File: config.mk
export PLATFORM = sky130hd
export DESIGN_NAME = timer_port
export DESIGN_NICKNAME = d
export VERILOG_FILES = /design/src/rtl/timer_port.sv
export SDC_FILE = /design/constraint.sdc
export NUM_CORES = 1
export LEC_CHECK = 0
export CORE_UTILIZATION = 60
export CTS_CLUSTER_DIAMETER = 30
export DETAILED_ROUTE_END_ITERATION = 8
export DONT_BUFFER_PORTS = 1
export MAX_ROUTING_LAYER = met4
export PLACE_DENSITY_LB_ADDON = 0.08
export SLEW_MARGIN = 15
export SYNTH_ARGS = -nofsm -noshare
export SYNTH_HDL_FRONTEND = slang
export SYNTH_SLANG_ARGS = --single-unit
File: constraint.sdc
create_clock -name Clock -period 4.4 [get_ports Clock]
set_clock_uncertainty 0.1 [all_clocks]
set_input_delay 0.88 -clock Clock [delete_from_list [all_inputs] [get_ports Clock]]
set_output_delay 0.88 -clock Clock [all_outputs]
set_load 0.01 [all_outputs]
File: src/rtl/timer_port.sv
// Memory-mapped countdown timer with prescaler, one-shot/auto-reload modes and an irq output.
// Registers: LOAD, COUNT (read-only), CTRL, STATUS (write-1-to-clear).
module timer_port #(
    parameter logic [3:0] BASE     = 4'b0011,
    parameter int         PRESCALE = 4
) (
    input  logic        Clock,
    input  logic        Resetn,
    input  logic [15:0] addr,
    input  logic [15:0] data_out,
    input  logic        write,
    output logic [15:0] din,
    output logic        hit,
    output logic        irq
);

    typedef enum logic [1:0] {IDLE, RUN, EXPIRED} state_e;

    localparam logic [15:0] PRE_LAST = 16'(PRESCALE - 1);

    state_e      state_q;
    logic [15:0] load_q, count_q, pre_q, din_q;
    logic        en_q, ar_q, ie_q, expired_q, hit_q;

    logic        sel, wr_load, wr_ctrl, wr_status, tick, expiry;
    logic [15:0] rd_data;
    logic        addr_unused;

    assign addr_unused = ^addr[11:2];

    always_comb begin
        sel       = (addr[15:12] == BASE);
        wr_load   = sel && write && (addr[1:0] == 2'd0);
        wr_ctrl   = sel && write && (addr[1:0] == 2'd2);
        wr_status = sel && write && (addr[1:0] == 2'd3);
        tick      = (state_q == RUN) && (pre_q == PRE_LAST);
        expiry    = tick && (count_q <= 16'd1);
    end

    always_comb begin
        rd_data = '0;  // NOTE: default assignment first so no path through the case infers a latch
        case (addr[1:0])
            2'd0:    rd_data = load_q;
            2'd1:    rd_data = count_q;
            2'd2:    rd_data = {13'd0, ie_q, ar_q, en_q};
            default: rd_data = {15'd0, expired_q};
        endcase
    end

    // NOTE: all state uses non-blocking assignments so every register samples pre-edge values
    always_ff @(posedge Clock or negedge Resetn) begin
        if (!Resetn) begin
            state_q   <= IDLE;
            load_q    <= '0;
            count_q   <= '0;
            pre_q     <= '0;
            din_q     <= '0;
            en_q      <= 1'b0;
            ar_q      <= 1'b0;
            ie_q      <= 1'b0;
            expired_q <= 1'b0;
            hit_q     <= 1'b0;
        end else begin
            hit_q <= sel;
            din_q <= (sel && !write) ? rd_data : '0;

            if (wr_load) load_q <= data_out;

            // An expiry sets the flag even if software clears it in the same cycle.
            if (expiry)                        expired_q <= 1'b1;
            else if (wr_status && data_out[0]) expired_q <= 1'b0;

            if (wr_ctrl) begin
                en_q  <= data_out[0];
                ar_q  <= data_out[1];
                ie_q  <= data_out[2];
                pre_q <= '0;
                if (data_out[0]) begin
                    state_q <= RUN;
                    count_q <= load_q;
                end else begin
                    state_q <= IDLE;
                end
            end else begin
                case (state_q)
                    RUN: begin
                        if (tick) begin
                            pre_q <= '0;
                            if (!expiry) begin
                                count_q <= count_q - 16'd1;
                            end else if (ar_q) begin
                                count_q <= load_q;
                            end else begin
                                count_q <= '0;
                                en_q    <= 1'b0;
                                state_q <= EXPIRED;
                            end
                        end else begin
                            pre_q <= pre_q + 16'd1;
                        end
                    end
                    default: ;
                endcase
            end
        end
    end

    assign din = din_q;
    assign hit = hit_q;
    assign irq = expired_q & ie_q;

endmodule

==> key figures, run 1 <==
Place
  • GP Congestion: 0.9202
  • Place WS: 1.275 ns
  • Buffers on Ports: 0
  • DP Wirelength: 5.096 mm

Layout
  • Util after Layout: 67.07%
  • Ant diodes: 0
  • Proportion of layout cells with a drive suffix above 1: 12.29%
  • Synth-to-layout area growth: 6.719%
  • Final nets: 384

Floorplan
  • Core ar.: 5540 um2
  • Die Y: 78.18 um
  • DIE WIDTH: 78.18 um
  • Row count: 27
  • Total Die Area: 6112 um2
  • Top Ports: 53
  • Initial cell density of the core: 62.85%

Clock network
  • Clk buf depth: 2
  • Root buf cell: clkbuf_8
  • Htree depth: 3
  • Reg clk slew, reported paths: 0.07 ns
  • # hold bufs at CTS: 0
  • Clock latency on the worst-skew pair: 0.35 ns
  • TritonCTS clock tree: yes
  • Number of buffers created by CTS: 9
  • CTS resizes: 0
  • Clock sink count: 70
  • Post-CTS setup buffer count: 0

Timing
  • Hold WS: 0.1175 ns
  • Final hold vios: 0
  • Final setup fails: 0
  • Final min period: 3.175 ns
  • Total negative slack: 0 ns
  • Unrepaired setup endpoints after global routing: no
  • Final Max Tran Viols: 0
  • Final worst setup slack: 1.225 ns
  • Max Clk Rate: 315.0 MHz
  • Final worst-path cycle share: 72.16%
  • Normalized max-slew margin: 42.49%
  • Worst slew pin tran: 0.8627 ns

GRT
  • Global-route wire length before repair: 12.52 mm
  • Overflow after GRT: 0
  • Pin count of the biggest net entering global routing: 71
  • All-Layer GR Usage: 27.83%
  • Initial antenna violation count: 0
  • Vias in the first global route: 2546

Worst setup path
  • Worst setup EP type: flop
  • Worst-path fanout max: 8
  • R2r setup slk: 1.23 ns
  • WP data required: 4.55 ns
  • Setup CP Type: flop to flop
  • Worst R2R End: count_q[8]$_DFFE_PN0P_
  • Worst setup SP type: flop
  • CP arrival: 3.33 ns
  • Worst r2r path cells: 7
  • Worst R2R Start: count_q[6]$_DFFE_PN0P_

Yosys
  • Synth cell count leaders: dfrtp_1 (70), nor2_1 (43), nand2_1 (31), mux2_2 (18), mux2i_1 (16)
  • Cell area after synthesis: 3482 um2
  • Mapped Avg Cell Area: 9.977 um2
  • Yosys Warn Count: 0
  • Syn_nets: 387
  • Most area-hungry cell type in the Yosys netlist: dfrtp_1
  • Main synth FF type: dfrtp_1
  • Most frequent cell after synthesis: dfrtp_1
  • Mapped Cells: 349
  • Synth unique cells: 49
  • Post-synth top area share: 50.31%
  • Synth top area cells: dfrtp_1 (50%), mux2_2 (5.8%), nor2_1 (4.6%)
  • Yosys reg bits: 70
  • Async set-reset flop share out of synthesis: 100.0%
  • Share of synthesized area occupied by flip-flops and latches: 50.31%
  • EDFF count, synth: 0

Detailed routing
  • Drt first pass iters: 5
  • Final ANT Viol Nets: 0
  • Post-Route WL: 7.560 mm
  • Vias: 2642
  • DRC: 0
  • DR vias/cell: 6.261
  • Wirelength per Cell: 17.91 um
  • Number of DRC markers in iteration 0: 258

Power
  • Leakage: 1.686 nW
  • Total Power: 1.673 mW
  • PwrDens: 450.2 nW/um2
  • Maximum VDD drop: 0.2359 mV

Job
  • Max Cap Viol: 0

Worst hold path
  • Hold Path Class: input port to asynchronous set/reset pin

Run status
  • Status: completed
==> where the power goes <==
group          switching [mW]  total, mW  leakage, nW  internal (mW)
combinational           0.186      0.339        0.656          0.153
clock                   0.233      0.505       0.0952          0.272
sequential              0.103      0.829        0.935          0.726
==> final cells by class <==
| type | count | area, um2 |
|---|---|---|
| inverter | 13 | 48.80 |
| sequential | 70 | 1752 |
| clock buffer | 11 | 141.4 |
| multi-input combinational | 249 | 1614 |
| tap | 72 | 90.09 |
| fill | 455 | 1824 |
| timing repair buffer | 3 | 22.52 |
| clock inverter | 4 | 47.55 |
==> state kept, by name, summed over array words and instances (netlist names) <==
signal	flops
load_q	16
din	16
expired_q	1
pre_q	16
ar_q	1
ie_q	1
count_q	16
hit	1
state_q	2
==> per-stage QoR <==
stage	cell area [um2]	cells
CTS	3716	422
detailed placement	3527	407
finish	3716	422
floorplan	3482	349
global route	3716	422
global placement	3527	407
==> cell families after synthesis <==
logic type      after synthesis  synth area share [%]
fa+ha+maj                     3                 1.078
simple gates                144                 20.80
xor+xnor                     10                 2.515
flops                        70                 50.31
compound gates               57                 10.89
mux                          35                 11.07
buf+inv                      30                 3.342
==> worst max-delay path: stages (launching register included) <==
cell and delay [ns]:
dfrtp_1 0.41, or4_1 0.66, or3_4 0.40, or2_2 0.40, o31ai_1 0.64, buf_4 0.29
a32oi_1 0.07, o31ai_1 0.10
==> routing by layer <==
metal  GRT usage (%)  share of wire [%]  up-vias
met1           39.64                 50     1277
met3           6.860                6.7       10
met2           38.16                 42      110
li1                -                  -     1245
met5               -                  0        -
met4           11.11                1.3        0
==> worst max path at each step <==
stage,start,to,slack [ns]
finish,count_q[6]$_DFFE_PN0P_,count_q[8]$_DFFE_PN0P_,1.23
global route,count_q[4]$_DFFE_PN0P_,count_q[15]$_DFFE_PN0P_,1.07
CTS,count_q[6]$_DFFE_PN0P_,count_q[8]$_DFFE_PN0P_,1.25
detailed placement,addr[14],count_q[8]$_DFFE_PN0P_,1.27
global placement,addr[14],count_q[8]$_DFFE_PN0P_,1.26
floorplan,count_q[6]$_DFFE_PN0P_,count_q[2]$_DFFE_PN0P_,1.50
==> layout by cell type (no fill, tap or decap), drive strengths merged, types with 4 or more instances in the layout <==
cell type / synthesis / final
dfrtp: 70 / 70
nor2: 43 / 43
nand2: 31 / 31
mux2: 18 / 18
mux2i: 16 / 16
o21ai: 14 / 14
inv: 13 / 13
nand3: 12 / 12
a21oi: 12 / 12
clkbuf: 14 / 11
nor3: 9 / 9
xor2: 9 / 9
nand4: 8 / 8
and2: 8 / 8
nor4: 7 / 7
o31ai: 6 / 6
a221o: 5 / 5
or3: 5 / 5
or4: 4 / 4
Note: power is estimated with default switching activity, not from simulation.
==> run 2: changes to the inputs <==
==> constraint.sdc (replaced) <==
create_clock -name Clock -period 3.1 [get_ports Clock]
set_clock_uncertainty 0.1 [all_clocks]
set_input_delay 0.62 -clock Clock [delete_from_list [all_inputs] [get_ports Clock]]
set_output_delay 0.62 -clock Clock [all_outputs]
set_load 0.01 [all_outputs]
==> key figures, run 2 (synthesized netlist as in run 1, its figures left out) <==
Detailed routing
  • Drt first pass iters: 4
  • Post-Route WL: 7.528 mm
  • Final ANT Viol Nets: 0
  • DR vias/cell: 6.268
  • Number of DRC markers in iteration 0: 165
  • Vias: 2689
  • DRC: 0
  • Wirelength per Cell: 17.55 um

Layout
  • Multi-input gate area: 1614 um2
  • Sequential Area: 1752 um2
  • # fillers: 462
  • Final nets: 392
  • Most frequent cells in the layout: dfrtp_1 (70), nor2_1 (43), nand2_1 (31), mux2_2 (18), mux2i_1 (16)
  • Ant diodes: 0
  • Commonest non-fill, non-tap cell in the layout: dfrtp_1
  • Proportion of layout cells with a drive suffix above 1: 14.01%
  • Synth-to-layout area growth: 8.588%
  • Util after Layout: 68.25%
  • Finished Cell Area: 3781 um2

Worst setup path
  • Worst R2R Start: count_q[4]$_DFFE_PN0P_
  • WP data required: 3.23 ns
  • Worst R2R End: count_q[2]$_DFFE_PN0P_
  • Bufs and invs on worst path: 0
  • Worst setup EP type: flop
  • Cell family with most CP delay: simple AND/OR/NAND/NOR gates
  • Crit-path cells: or4_1, or3_4, or4_1, and2_4, a32o_1, a211o_1
  • R2r setup slk: 0.29 ns
  • Worst r2r path cells: 6
  • Slowest stage delay, CP: 0.55 ns
  • CP arrival: 2.94 ns
  • Crit-path most repeated cell: or4_1
  • Setup CP Type: flop to flop
  • Slowest-stage cell, CP: or4_1
  • Worst setup SP type: flop
  • Worst-path fanout max: 7

Clock network
  • Clock sink count: 70
  • Number of buffers created by CTS: 9
  • TritonCTS clock tree: yes
  • Post-CTS setup buffer count: 0
  • Clock latency on the worst-skew pair: 0.34 ns
  • Clk buf depth: 2
  • Root buf cell: clkbuf_8
  • Reg clk slew, reported paths: 0.07 ns
  • Htree depth: 3

Timing
  • Final min period: 2.814 ns
  • Max Clk Rate: 355.3 MHz
  • Unrepaired setup endpoints after global routing: no
  • Normalized max-slew margin: 58.69%
  • Final Max Tran Viols: 0
  • Final worst setup slack: 0.2857 ns
  • Total negative slack: 0 ns
  • Final hold vios: 0
  • Worst slew pin tran: 0.6131 ns
  • Final worst-path cycle share: 90.79%
  • Final setup fails: 0

Power
  • Maximum VDD drop: 0.3308 mV
  • Leakage: 1.728 nW
  • Flop pwr share: 49.9%
  • Internal power: 1.613 mW
  • Combinational power share: 22.0%
  • Switching power: 0.7439 mW
  • Sw frac: 31.57%
  • PwrDens: 623.2 nW/um2
  • Clock share of power: 28.1%

GRT
  • Pin count of the biggest net entering global routing: 71
  • All-Layer GR Usage: 28.20%
  • Global-route wire length before repair: 12.69 mm
  • Initial antenna violation count: 0
  • Vias in the first global route: 2591
  • Overflow after GRT: 0

Floorplan
  • DIE WIDTH: 78.18 um
  • Total Die Area: 6112 um2
  • Row count: 27
  • Top Ports: 53
  • Initial cell density of the core: 62.85%
  • Core ar.: 5540 um2
  • Die Y: 78.18 um

Place
  • Placed Area: 3580 um2
  • Place WS: 0.2972 ns
  • Buffers on Ports: 0
  • GP Congestion: 0.9522
  • DP Wirelength: 5.204 mm

Job
  • Max Cap Viol: 0

Worst hold path
  • Hold Path Class: input port to asynchronous set/reset pin

Run status
  • Status: completed
==> run 2: changes by cell type in the layout (fill, tap and decap cells not counted), sizes merged <==
cell      previous run  this run
clkinvlp             1         0
clkbuf              11        13
buf                  3        11
clkinv               2         1
bufinv               1         0
==> run 2: worst max-delay path by stage <==
stage | startpoint | slack (ns) | cells after the start | end
floorplan | count_q[6]$_DFFE_PN0P_ | 0.20 | 8 | count_q[2]$_DFFE_PN0P_
global placement | count_q[6]$_DFFE_PN0P_ | 0.32 | 6 | count_q[2]$_DFFE_PN0P_
finish | count_q[4]$_DFFE_PN0P_ | 0.29 | 6 | count_q[2]$_DFFE_PN0P_
CTS | count_q[6]$_DFFE_PN0P_ | 0.29 | 6 | count_q[2]$_DFFE_PN0P_
global route | count_q[4]$_DFFE_PN0P_ | 0.20 | 6 | count_q[14]$_DFFE_PN0P_
detailed placement | count_q[6]$_DFFE_PN0P_ | 0.30 | 6 | count_q[2]$_DFFE_PN0P_
==> run 2: worst reg2reg max path, cell delays in order, from the launching register on <==
cell,delay [ns]
dfrtp_1,0.44
or4_1,0.52
or3_4,0.37
or4_1,0.55
and2_4,0.20
a32o_1,0.26
a211o_1,0.26
==> run 2: cell type report <==
cell class | instances | share of cell area, %
clock buffers | 13 | 4.467
clock inverters | 1 | 0.1324
inverters | 13 | 1.291
multi-input cells | 249 | 42.69
flip-flops and latches | 70 | 46.33
well taps | 72 | 2.383
repair buffers | 11 | 2.713
==> run 2: repair_timing <==
item / 4_1_cts / 5_1_grt
endpoints found under the hold margin: 70 / 0
resized for setup: 0 / 0
hold buffers: 1 / 0
==> run 2: through the flow <==
step / hold WS (ns) / instances / total power, mW
floorplan: 0.2244 / 349 / 1.546
global placement: 0.2257 / 414 / 1.656
detailed placement: 0.2260 / 414 / 1.676
CTS: 0.06419 / 429 / 2.357
global route: 0.06907 / 429 / 2.494
finish: 0.04929 / 429 / 2.356
==> run 2: power groups by stage <==
stage / registers (mW) / logic, mW / clock network [mW]
6_report: 1.18 / 0.518 / 0.663
5_1_grt: 1.20 / 0.578 / 0.718
4_1_cts: 1.17 / 0.511 / 0.674
3_5_place_dp: 1.19 / 0.487 / 0
3_3_place_gp: 1.18 / 0.476 / 0
2_1_floorplan: 1.14 / 0.409 / 0
==> run 2: routing by layer <==
| layer | vias up | share of wire, % | GRT usage [%] |
|---|---|---|---|
| met4 | 0 | 2.1 | 12.04 |
| li1 | 1253 | - | - |
| met2 | 88 | 43 | 38.77 |
| met1 | 1334 | 49 | 39.75 |
| met3 | 14 | 5.8 | 6.977 |
| met5 | - | 0 | - |
